[config.mk]
export PLATFORM = sky130hd
export DESIGN_NAME = out_fifo_ctrl_flat
export DESIGN_NICKNAME = d
export VERILOG_FILES = /design/src/rtl/out_fifo_ctrl_if.sv /design/src/rtl/out_fifo_ctrl.sv /design/src/flat_wrapper.sv
export SDC_FILE = /design/constraint.sdc
export NUM_CORES = 1
export LEC_CHECK = 0
export BUFFER_PORTS_ARGS = -buffer_cell sky130_fd_sc_hd__buf_4
export CELL_PAD_IN_SITES_DETAIL_PLACEMENT = 2
export CELL_PAD_IN_SITES_GLOBAL_PLACEMENT = 2
export CORE_ASPECT_RATIO = 1.5
export CORE_UTILIZATION = 35
export CTS_CLUSTER_DIAMETER = 120
export CTS_CLUSTER_SIZE = 24
export DETAILED_ROUTE_END_ITERATION = 10
export GPL_TIMING_DRIVEN = 1
export PLACE_DENSITY = 0.73
export SYNTH_ARGS = -nofsm -noshare
export SYNTH_HDL_FRONTEND = slang
export SYNTH_SLANG_ARGS = --single-unit
[constraint.sdc]
create_clock -name clk -period 3 [get_ports clk]
set_clock_uncertainty 0.1 [all_clocks]
set_input_delay 0.3 -clock clk [delete_from_list [all_inputs] [get_ports clk]]
set_output_delay 0.3 -clock clk [all_outputs]
set_load 0.05 [all_outputs]
[src/rtl/out_fifo_ctrl_if.sv]
// Stream bundle for the output FIFO: producer push side, consumer pop side, occupancy.
// The almost_full signal exists only when OUT_FIFO_ALMOST_FULL_EN is defined.
interface out_fifo_ctrl_if #(
  parameter int OUTW  = 16,
  parameter int DEPTH = 8
);
  localparam int CW = $clog2(DEPTH + 1);

  logic [OUTW-1:0] in_data;
  logic            in_valid;
  logic            in_ready;
  logic [OUTW-1:0] out_data;
  logic            out_valid;
  logic            out_ready;
  logic [CW-1:0]   count;
`ifdef OUT_FIFO_ALMOST_FULL_EN
  logic            almost_full;

  modport slave (
    input  in_data, in_valid, out_ready,
    output in_ready, out_data, out_valid,
    output count, almost_full
  );

  modport master (
    output in_data, in_valid, out_ready,
    input  in_ready, out_data, out_valid,
    input  count, almost_full
  );
`else
  modport slave (
    input  in_data, in_valid, out_ready,
    output in_ready, out_data, out_valid,
    output count
  );

  modport master (
    output in_data, in_valid, out_ready,
    input  in_ready, out_data, out_valid,
    input  count
  );
`endif
endinterface

[src/rtl/out_fifo_ctrl.sv]
// Output FIFO controller: DEPTH-entry RAM, 1-cycle registered read, head prefetch.
// Optional almost_full output enabled by defining OUT_FIFO_ALMOST_FULL_EN.
module out_fifo_ctrl #(
  parameter int OUTW      = 16,
  parameter int DEPTH     = 8,
  parameter int AF_THRESH = 6
) (
  input  logic           clk,
  input  logic           reset,
  input  logic           clear,
  out_fifo_ctrl_if.slave bus
);
  localparam int AW = $clog2(DEPTH);
  localparam int CW = $clog2(DEPTH + 1);
  localparam logic [CW-1:0] FULL = CW'(DEPTH);

  if (DEPTH < 2 || (DEPTH & (DEPTH - 1)) != 0 ||
      AF_THRESH < 1 || AF_THRESH > DEPTH) begin : g_bad_param
    $error("out_fifo_ctrl: illegal DEPTH or AF_THRESH");
  end

  logic [OUTW-1:0] mem_q [DEPTH];
  logic [OUTW-1:0] rdata_q;
  logic [AW-1:0]   wr_ptr_q, wr_ptr_d;
  logic [AW-1:0]   rd_ptr_q, rd_ptr_d;
  logic [CW-1:0]   count_q, count_d;
  logic            out_valid_q, out_valid_d;
  logic [CW-1:0]   pend;
  logic            flush;
  logic            in_ready;
  logic            push, pop, issue;
  logic            wr_en, rd_en;

  always_comb begin
    flush    = reset || clear;
    in_ready = count_q < FULL;
    push     = bus.in_valid && in_ready;
    pop      = out_valid_q && bus.out_ready;
    // words in RAM not yet moved to the head register
    pend     = count_q - CW'(out_valid_q);
    issue    = (pend != '0) && (!out_valid_q || pop);
    wr_en    = push && !flush;
    rd_en    = issue && !flush;

    wr_ptr_d    = wr_ptr_q;
    rd_ptr_d    = rd_ptr_q;
    count_d     = count_q;
    out_valid_d = out_valid_q;

    if (push) wr_ptr_d = wr_ptr_q + 1'b1;
    if (issue) rd_ptr_d = rd_ptr_q + 1'b1;

    if (push && !pop)      count_d = count_q + 1'b1;
    else if (pop && !push) count_d = count_q - 1'b1;

    if (issue)    out_valid_d = 1'b1;
    else if (pop) out_valid_d = 1'b0;
  end

  always_ff @(posedge clk) begin
    if (wr_en) mem_q[wr_ptr_q] <= bus.in_data;
  end

  // head register only loads on issue, so a held word survives any push
  always_ff @(posedge clk) begin
    if (rd_en) begin
      if (wr_en && wr_ptr_q == rd_ptr_q) rdata_q <= bus.in_data;
      else                               rdata_q <= mem_q[rd_ptr_q];
    end
  end

  always_ff @(posedge clk) begin
    if (flush) begin
      wr_ptr_q    <= '0;
      rd_ptr_q    <= '0;
      count_q     <= '0;
      out_valid_q <= 1'b0;
    end else begin
      wr_ptr_q    <= wr_ptr_d;
      rd_ptr_q    <= rd_ptr_d;
      count_q     <= count_d;
      out_valid_q <= out_valid_d;
    end
  end

  assign bus.in_ready  = in_ready;
  assign bus.out_valid = out_valid_q;
  assign bus.out_data  = rdata_q;
  assign bus.count     = count_q;

`ifdef OUT_FIFO_ALMOST_FULL_EN
  localparam logic [CW-1:0] AF_LVL = CW'(AF_THRESH);
  logic almost_full_q;

  always_ff @(posedge clk) begin
    if (flush) almost_full_q <= 1'b0;
    else       almost_full_q <= count_d >= AF_LVL;
  end

  assign bus.almost_full = almost_full_q;
`endif
endmodule
[src/flat_wrapper.sv]
// flat-port wrapper written by rule: the top's interface ports become plain ports
module out_fifo_ctrl_flat 
#(
  parameter int OUTW      = 16,
  parameter int DEPTH     = 8,
  parameter int AF_THRESH = 6
)
  (clk, reset, clear, bus_in_data, bus_in_valid, bus_out_ready, bus_in_ready, bus_out_data, bus_out_valid, bus_count);
  out_fifo_ctrl_if #(.OUTW(OUTW), .DEPTH(DEPTH)) bus_i ();
  input  logic clk;
  input  logic reset;
  input  logic clear;
  input wire logic [$bits(bus_i.in_data)-1:0] bus_in_data;
  input wire logic [$bits(bus_i.in_valid)-1:0] bus_in_valid;
  input wire logic [$bits(bus_i.out_ready)-1:0] bus_out_ready;
  output wire logic [$bits(bus_i.in_ready)-1:0] bus_in_ready;
  output wire logic [$bits(bus_i.out_data)-1:0] bus_out_data;
  output wire logic [$bits(bus_i.out_valid)-1:0] bus_out_valid;
  output wire logic [$bits(bus_i.count)-1:0] bus_count;
  assign bus_i.in_data = bus_in_data;
  assign bus_i.in_valid = bus_in_valid;
  assign bus_i.out_ready = bus_out_ready;
  assign bus_in_ready = bus_i.in_ready;
  assign bus_out_data = bus_i.out_data;
  assign bus_out_valid = bus_i.out_valid;
  assign bus_count = bus_i.count;
  out_fifo_ctrl #(.OUTW(OUTW), .DEPTH(DEPTH), .AF_THRESH(AF_THRESH)) u_core (.clk(clk), .reset(reset), .clear(clear), .bus(bus_i));
endmodule
==> metrics, run 1 <==
type of the most critical hold path primary input to flip-flop; VDD IR max 0.000387 V; Synth top area share 69.8%; share of layout cells above drive strength 1 32.2%; dominant register cell in the synthesized netlist edfxtp_1; Port-buffer cells 42; gr usage total 16.7%; Final Hold Vio Count 0; First-pass DRT Iterations 5; Top Ports 43; cell area after synthesis 6200 sq um; DR iter-0 viols 174; CTS Buffer Depth 2; synth top area cells edfxtp_1, mux4_2, dfxtp_1; asr flop ratio synth 0%; Routed Antenna Nets 0; DRC 0; hold slack 0.0201 ns; CP required 2.99 ns; Max Fclk 0.419 GHz; area leader, netlist edfxtp_1; clock slew at reported path FFs 0.07 ns; final net count 412; CP endpoint kind flip-flop; cts hold-fix bufs 0; Worst EP arrival 2.38 ns; setup bufs post-CTS 0; Tcrit/Tclk final 79.6%; CP Launch Type flip-flop; status finished clean; Max Fanout on Critical Path 16; Post-Synth Adder-Cell Area 1.53%; area delta synth->final 19.0%; Root Driver clkbuf_16; overflow left after global routing 0; DR vias 3,171; unrepaired setup endpoints after global routing no; post_cts resized 0; CORE AREA 17,300 sq um; Core Util, Final 42.5%; largest family of logic cells by synthesized area multiplexers; first-pass GRT wire length 21,900 microns; CTS Buf Count 17; die height 165 microns; P_leak 0.00242 uW; XOR/XNOR share of the synthesized area 1.27%; Max-Cap Viols 0; Slew Limit Fails 0; Avg Inst Size Synth 19.3 sq um; Die Width 111 microns; WL/cell 23.7 microns; num rows 59; Initial Utilization 35.7%; Gate Count Post-Synth 321; clock sink count 155; Compound-Gate Fraction of Synth Area 2.36%; Seq/Total Area, Yosys 73.3%; number of global-route vias before repair 3,559; initial antenna violation count 0; HPWL after DPL 9090 microns; final setup violation count 0; number of synthesized flops with an enable pin 144; crit path kind flip-flop to flip-flop; largest net degree at the start of global routing 33; Synth Warn # 0; DRT Wirelength 14,400 microns; Post-Syn Nets 349; slowest cell delay on critical path 0.50 ns; multiplexer share of the synthesized area 14.9%; total inserted antenna cells 0; relative slew slack 63.2%; # H-tree levels 4; post-synthesis register bit count 155; Pwr Density 685 nW/um^2; vias per cell 5.20; Sum Neg Setup Slack 0 ns; DIE AREA 18,200 sq um; Synth Area in Simple Gates 4.08%; Period minus WS final 2.39 ns; Max stage delay cell, worst path a32oi_1; Worst-Skew Late Latency 0.42 ns; CTS tree done; synth unique cells 31; critical path cell sequence inv_1 > ha_1 > xnor2_1 > a32oi_1 > and2_1 > buf_4; Worst-Margin Slew 0.552 ns; reg-to-reg slack, setup 0.61 ns; routability congestion estimate 0.697
[critical path, delay by kind of cell, from the launching register on]
family          cells  cell delay, ns
flops               1            0.47
xor+xnor            1            0.14
fa+ha+maj           1            0.21
simple gates        1            0.22
buf+inv             2            0.40
compound gates      1            0.50
[cell usage in the layout (no fill, tap or decap), types with 4 or more instances in the layout]
| cell type | instances |
|---|---|
| buf_4 | 59 |
| edfxtp_1 | 144 |
| dfxtp_1 | 10 |
| ha_1 | 6 |
| nor2_1 | 36 |
| nand2_1 | 6 |
| mux2i_1 | 19 |
| a21oi_1 | 19 |
| xnor2_1 | 7 |
| inv_6 | 4 |
| inv_8 | 4 |
| inv_1 | 4 |
| mux4_2 | 29 |
| clkbuf_16 | 17 |
[stage by stage]
stage / cells / power (uW) / area (sq um) / setup WS [ns]
floorplan: 321 / 2840 / 6200 / 0.300
global placement: 578 / 2960 / 6800 / 0.814
detailed placement: 578 / 2990 / 6800 / 0.653
CTS: 610 / 5110 / 7370 / 0.608
global route: 610 / 5210 / 7370 / 0.480
finish: 610 / 5050 / 7370 / 0.612
[kinds of logic (layout without fill, tap and decap cells)]
family / count (synthesis) / in the layout
compound gates: 25 / 25
flops: 155 / 155
simple gates: 54 / 54
fa+ha+maj: 7 / 7
buf+inv: 20 / 96
xor+xnor: 9 / 9
mux: 51 / 51
[report_power, final]
part | leakage (uW) | internal, uW | total [uW] | switching, uW
clock | 0.000284 | 1180 | 2110 | 934
combinational | 0.000751 | 207 | 493 | 286
sequential | 0.00139 | 2410 | 2440 | 35.4
[cell usage after synthesis, types with 2 or more instances]
| master | number |
|---|---|
| nor2_1 | 36 |
| xnor2_1 | 7 |
| dfxtp_1 | 11 |
| buf_2 | 6 |
| buf_6 | 5 |
| nor3_1 | 2 |
| nand3_1 | 2 |
| ha_1 | 6 |
| edfxtp_1 | 144 |
| a21oi_1 | 19 |
| nand2b_1 | 3 |
| nand2_1 | 6 |
| mux2i_1 | 19 |
| inv_1 | 4 |
| mux4_2 | 29 |
| a31o_2 | 2 |
| mux4_1 | 3 |
| xor2_1 | 2 |
| buf_12 | 2 |
| clkbuf_1 | 2 |
[layer usage]
layer	part of all wire (%)	vias to the layer above	GRT usage, %
li1	-	1403	-
met1	41	1684	20.0
met2	55	73	29.9
met3	2.9	11	3.63
met4	1.3	0	5.58
met5	0	-	0
[final timing paths]
| check | cells after the start | endpoint | startpoint |
|---|---|---|---|
| hold / removal | 1 | u_core.mem_q[3][13] | bus_in_data[13] |
| hold reg to reg | 2 | u_core.bus.count[1] | u_core.bus.count[1] |
| setup reg to reg | 6 | u_core.bus.out_data[9] | u_core.bus.count[0] |
| setup / recovery | 6 | u_core.bus.out_data[9] | u_core.bus.count[0] |
[registers in the layout, summed over array words and instances (netlist names)]
signal                flops
u_core.wr_ptr_q           3
u_core.rd_ptr_q           3
u_core.bus.out_valid      1
u_core.bus.count          4
u_core.mem_q            128
u_core.bus.out_data      16
[layout make-up]
cell class                 count  area (sq um)
sequential                   155          4550
tap                          213           267
clock inverter                14           149
clock buffer                  18           429
fill                        1595          9970
timing repair buffer          60           463
multi-input combinational    146          1510
inverter                       4          15.0
No activity file was read; power rests on OpenSTA's default activity.
==> run 2: changes to the inputs <==
- PLACE_DENSITY: 0.73 -> 0.75
- clock period: 3 -> 2 ns (I/O delays scaled with it)
==> run 2 against run 1 <==
  * Die area did not move
  * Worst hold slack improved by 0.032 ns
  * Flip-flop and latch count did not move
  * Critical endpoint is now u_core.bus.count[3]
  * Largest cell class unchanged
==> metrics, run 2 (synthesized netlist as in run 1, its figures left out) <==
Period minus WS final 1.98 ns; area delta synth->final 25.2%; met1 usage 19.8%; P_leak 0.00253 uW; First-pass DRT Iterations 4; GR Layer Usage met2 31.7%; Worst-Skew Late Latency 0.42 ns; CTS tree done; routability congestion estimate 0.678; GR Util met3 2.94%; Max-Cap Viols 0; final setup violation count 0; CP Launch Type flip-flop; crit path kind flip-flop to flip-flop; DRT Wirelength 14,800 microns; WL/cell 23.5 microns; DR iter-0 viols 169; total inserted antenna cells 0; Slew Limit Fails 0; Worst-Margin Slew 0.388 ns; CP required 2.27 ns; type of the most critical hold path primary input to flip-flop; gr usage total 17.1%; HPWL after DPL 8630 microns; Max Fclk 0.505 GHz; unrepaired setup endpoints after global routing yes; overflow left after global routing 0; hold slack 0.0520 ns; clock sink count 155; DR vias 3,294; clock slew at reported path FFs 0.07 ns; status finished clean; Top Ports 43; num rows 59; Cell Area, Placed 6950 sq um; Die Width 111 microns; Initial Utilization 35.7%; slowest cell delay on critical path 0.34 ns; largest net degree at the start of global routing 33; share of layout cells above drive strength 1 35.3%; CORE AREA 17,300 sq um; commonest non-fill, non-tap cells in the layout edfxtp_1, buf_4, nor2_1; VDD IR max 0.000563 V; DRC 0; Reg with most FFs u_core.mem_q; initial antenna violation count 0; commonest non-fill, non-tap cell in the layout edfxtp_1; number of flip-flops in the largest register 128; # H-tree levels 4; Most Crowded Layer GR met2; die height 165 microns; placed cells 579; Port-buffer cells 42; Root Driver clkbuf_16; Core Util, Final 44.7%; CTS Buffer Depth 2; relative slew slack 74.1%; final net count 432; Worst EP arrival 2.25 ns; Pwr Density 990 nW/um^2; CP endpoint kind flip-flop; Final Hold Vio Count 0; cell seen most often among critical-path stages ha_4; Max Fanout on Critical Path 4; vias per cell 5.23; reg-to-reg slack, setup 0.02 ns; critical path cell sequence and2b_2 > ha_4 > inv_6 > ha_4 > nand3_2 > a211o_1 > a211oi_2 > a31o_2; first-pass GRT wire length 22,300 microns; Routed Antenna Nets 0; CTS Buf Count 17; post-route cell area 7760 sq um; Max stage delay cell, worst path dfxtp_4; total power 7680 uW; fin cells 630; number of global-route vias before repair 3,672; Tcrit/Tclk final 99.0%; DIE AREA 18,200 sq um
[run 2: changes by cell type in the layout (fill, tap and decap cells not counted), moves of 3 or more]
cell,delta
ha_4,+3
dlygate4sd3_1,+16
ha_1,-3
dfxtp_1,-3
buf_12,+9
buf_4,-6
[run 2: stage by stage]
step	worst slack, ns	setup TNS, ns
after floorplan	-0.104	-10.84
after global placement	0.0925	0
after detailed placement	0.0208	0
after CTS	0.0315	0
after global routing	-0.0541	-0.249
final	0.0210	0
[run 2: critical path: cells and delay by family (launching register included)]
family | cells | cell delay [ns]
DFF | 1 | 0.34
buffers and inverters | 1 | 0.05
adders and majority gates | 2 | 0.44
and+or+nand+nor | 2 | 0.32
AOI/OAI and AO/OA | 3 | 0.67
[run 2: metal layers]
layer | wire (microns) | part of all wire, %
met1 | 6040 | 41
met2 | 8140 | 55
met3 | 332 | 2.2
met4 | 286 | 1.9
met5 | 0 | 0
[run 2: area by class of cell]
class | count | area [sq um]
Clock buffer | 18 | 429
Clock inverter | 14 | 148
Fill cell | 1559 | 9590
Inverter | 4 | 20.0
Multi-Input combinational cell | 146 | 1570
Sequential cell | 155 | 4550
Tap cell | 213 | 267
Timing Repair Buffer | 80 | 769
[run 2: where the power goes]
part / switching [uW] / internal, uW
logic: 472 / 385
clock network: 1420 / 1760
registers: 36.0 / 3610
total: 1920 / 5760
[run 2: final timing paths]
kind	start	to	depth (start not counted)
worst max-delay path	u_core.bus.count[3]	u_core.bus.count[3]	8
worst min-delay path	bus_out_ready	u_core.bus.out_valid	4
worst max register to register	u_core.bus.count[3]	u_core.bus.count[3]	8
worst min register to register	u_core.bus.out_valid	u_core.bus.out_valid	2
[run 2: timing repair]
item,4_1_cts,5_1_grt
buffers inserted,0,3
hold buffers,16,0
resized for setup,1,8
pin swaps,0,7
endpoints found under the hold margin,128,0
setup endpoints to repair,1,85
==> run 3: changes to the inputs <==
- CORE_MARGIN: unset -> 2
==> run 3 against run 2 <==
  * Flip-flop and latch count unchanged
  * Global-route usage fell by 0.91 points
  * Wire length decreased by 2.7%
  * Register-to-register slack about the same
  * Largest cell class unchanged
  * Largest power group unchanged
==> metrics, run 3 (synthesized netlist as in run 1, its figures left out) <==
status finished clean; die height 167 microns; hold wc startpoint bus_out_ready; crit path kind flip-flop to flip-flop; DR vias 3,218; Max-Cap Viols 0; overflow left after global routing 0; CTS tree done; critical path cell sequence and2b_2 > ha_4 > inv_6 > ha_4 > nand3_2 > a211o_1 > a211oi_2 > a31o_2; RR Startpoint u_core.bus.count[3]; First-pass DRT Iterations 4; WL/cell 22.9 microns; vias per cell 5.12; initial antenna violation count 0; commonest non-fill, non-tap cells in the layout edfxtp_1, buf_4, nor2_1; Final Hold Vio Count 0; number of flip-flops in the largest register 128; unrepaired setup endpoints after global routing yes; Worst R2R End u_core.bus.count[3]; Root Driver clkbuf_16; reg2reg path depth 8; Hold Crit Depth 4; CTS Buf Count 17; final setup margin 0.0266 ns; DRT Wirelength 14,400 microns; worst slack at placement 0.0461 ns; CORE AREA 17,300 sq um; hold path endpoint u_core.bus.out_valid; Sequential Area 4550 sq um; cell seen most often among critical-path stages ha_4; Die Width 113 microns; Tcrit/Tclk final 98.7%; Max Fclk 0.507 GHz; total power 7570 uW; num rows 59; fin cells 629; # H-tree levels 4; DIE AREA 18,800 sq um; VDD IR max 0.000480 V; DRC 0; routed wl met3 494 microns; highest routed layer met4; number of global-route vias before repair 3,658; largest net degree at the start of global routing 32; CP endpoint kind flip-flop; Core Util, Final 44.6%; Worst EP arrival 2.23 ns; Worst setup startpoint u_core.bus.count[3]; WL met2 7770 microns; routability congestion estimate 0.706; DR iter-0 viols 154; final net count 431; clock sink count 155; Slew Limit Fails 0; Reg with most FFs u_core.mem_q; Pwr Density 979 nW/um^2; Worst-Skew Late Latency 0.42 ns; relative slew slack 74.0%; M1 WL 5910 microns; gr usage total 16.2%; CP Launch Type flip-flop; post-route cell area 7740 sq um; type of the most critical hold path primary input to flip-flop; reg-to-reg slack, setup 0.03 ns; HPWL after DPL 8540 microns; Routed Antenna Nets 0; share of layout cells above drive strength 1 34.9%; Period minus WS final 1.97 ns; commonest non-fill, non-tap cell in the layout edfxtp_1; fillcell total 1,559; CTS Buffer Depth 2; Initial Utilization 35.7%; CP required 2.26 ns; total inserted antenna cells 0; Max Fanout on Critical Path 4; top cell family by delay on the critical path compound AO/OA/AOI/OAI gates; clock slew at reported path FFs 0.07 ns; Buf/Inv on CP 1; Top Ports 43; area delta synth->final 24.9%; final setup violation count 0; first-pass GRT wire length 22,300 microns; P_leak 0.00252 uW; Cell Area, Placed 6940 sq um; Worst-Margin Slew 0.389 ns; slowest cell delay on critical path 0.34 ns; Max stage delay cell, worst path dfxtp_4; Multi-input gate area 1570 sq um; placed cells 578; Port-buffer cells 42
[run 3: changes by cell type in the layout (fill, tap and decap cells not counted), sizes merged]
cell / change
buf: -1
inv: -2
clkinv: +2
[run 3: timing repair]
item,4_1_cts,5_1_grt
buffers inserted,0,3
gates resized for setup,0,9
setup endpoints to repair,0,129
hold buffers,16,0
endpoints found under the hold margin,128,0
[run 3: worst register-to-register path: stages, from the launching register on]
cell and delay, ns:
dfxtp_4 0.34, and2b_2 0.23, ha_4 0.16, inv_6 0.05, ha_4 0.29, nand3_2 0.08
a211o_1 0.34, a211oi_2 0.22, a31o_2 0.12
[run 3: per-stage QoR]
stage / hold WS [ns] / TNS [ns]
global route: 0.0912 / -0.0472
finish: 0.0472 / 0
CTS: 0.0282 / 0
floorplan: 0.199 / -10.84
global placement: 0.335 / 0
detailed placement: 0.352 / 0
[run 3: worst max path at each step]
| stage | to | slack (ns) | depth (start not counted) |
|---|---|---|---|
| floorplan | u_core.mem_q[3][0] | -0.10 | 3 |
| global placement | u_core.bus.count[3] | 0.08 | 8 |
| detailed placement | u_core.bus.count[3] | 0.05 | 8 |
| CTS | u_core.mem_q[5][8] | 0.009 | 5 |
| global route | u_core.bus.count[3] | -0.05 | 8 |
| finish | u_core.bus.count[3] | 0.03 | 8 |
[run 3: power by group]
part | switching, uW | internal (uW)
clock | 1330 | 1740
sequential | 33.7 | 3610
combinational | 467 | 383
[run 3: layout make-up]
| class | count | area share, % |
|---|---|---|
| clock inverter | 14 | 1.73 |
| tap | 213 | 3.44 |
| multi-input combinational | 146 | 20.3 |
| sequential | 155 | 58.8 |
| timing repair buffer | 79 | 9.85 |
| clock buffer | 18 | 5.55 |
| inverter | 4 | 0.259 |
[run 3: per-layer routing]
metal / vias to the layer above / GRT usage (%)
met3: 20 / 3.02
met5: - / 0
met4: 0 / 5.73
li1: 1439 / -
met1: 1689 / 20.2
met2: 70 / 28.1
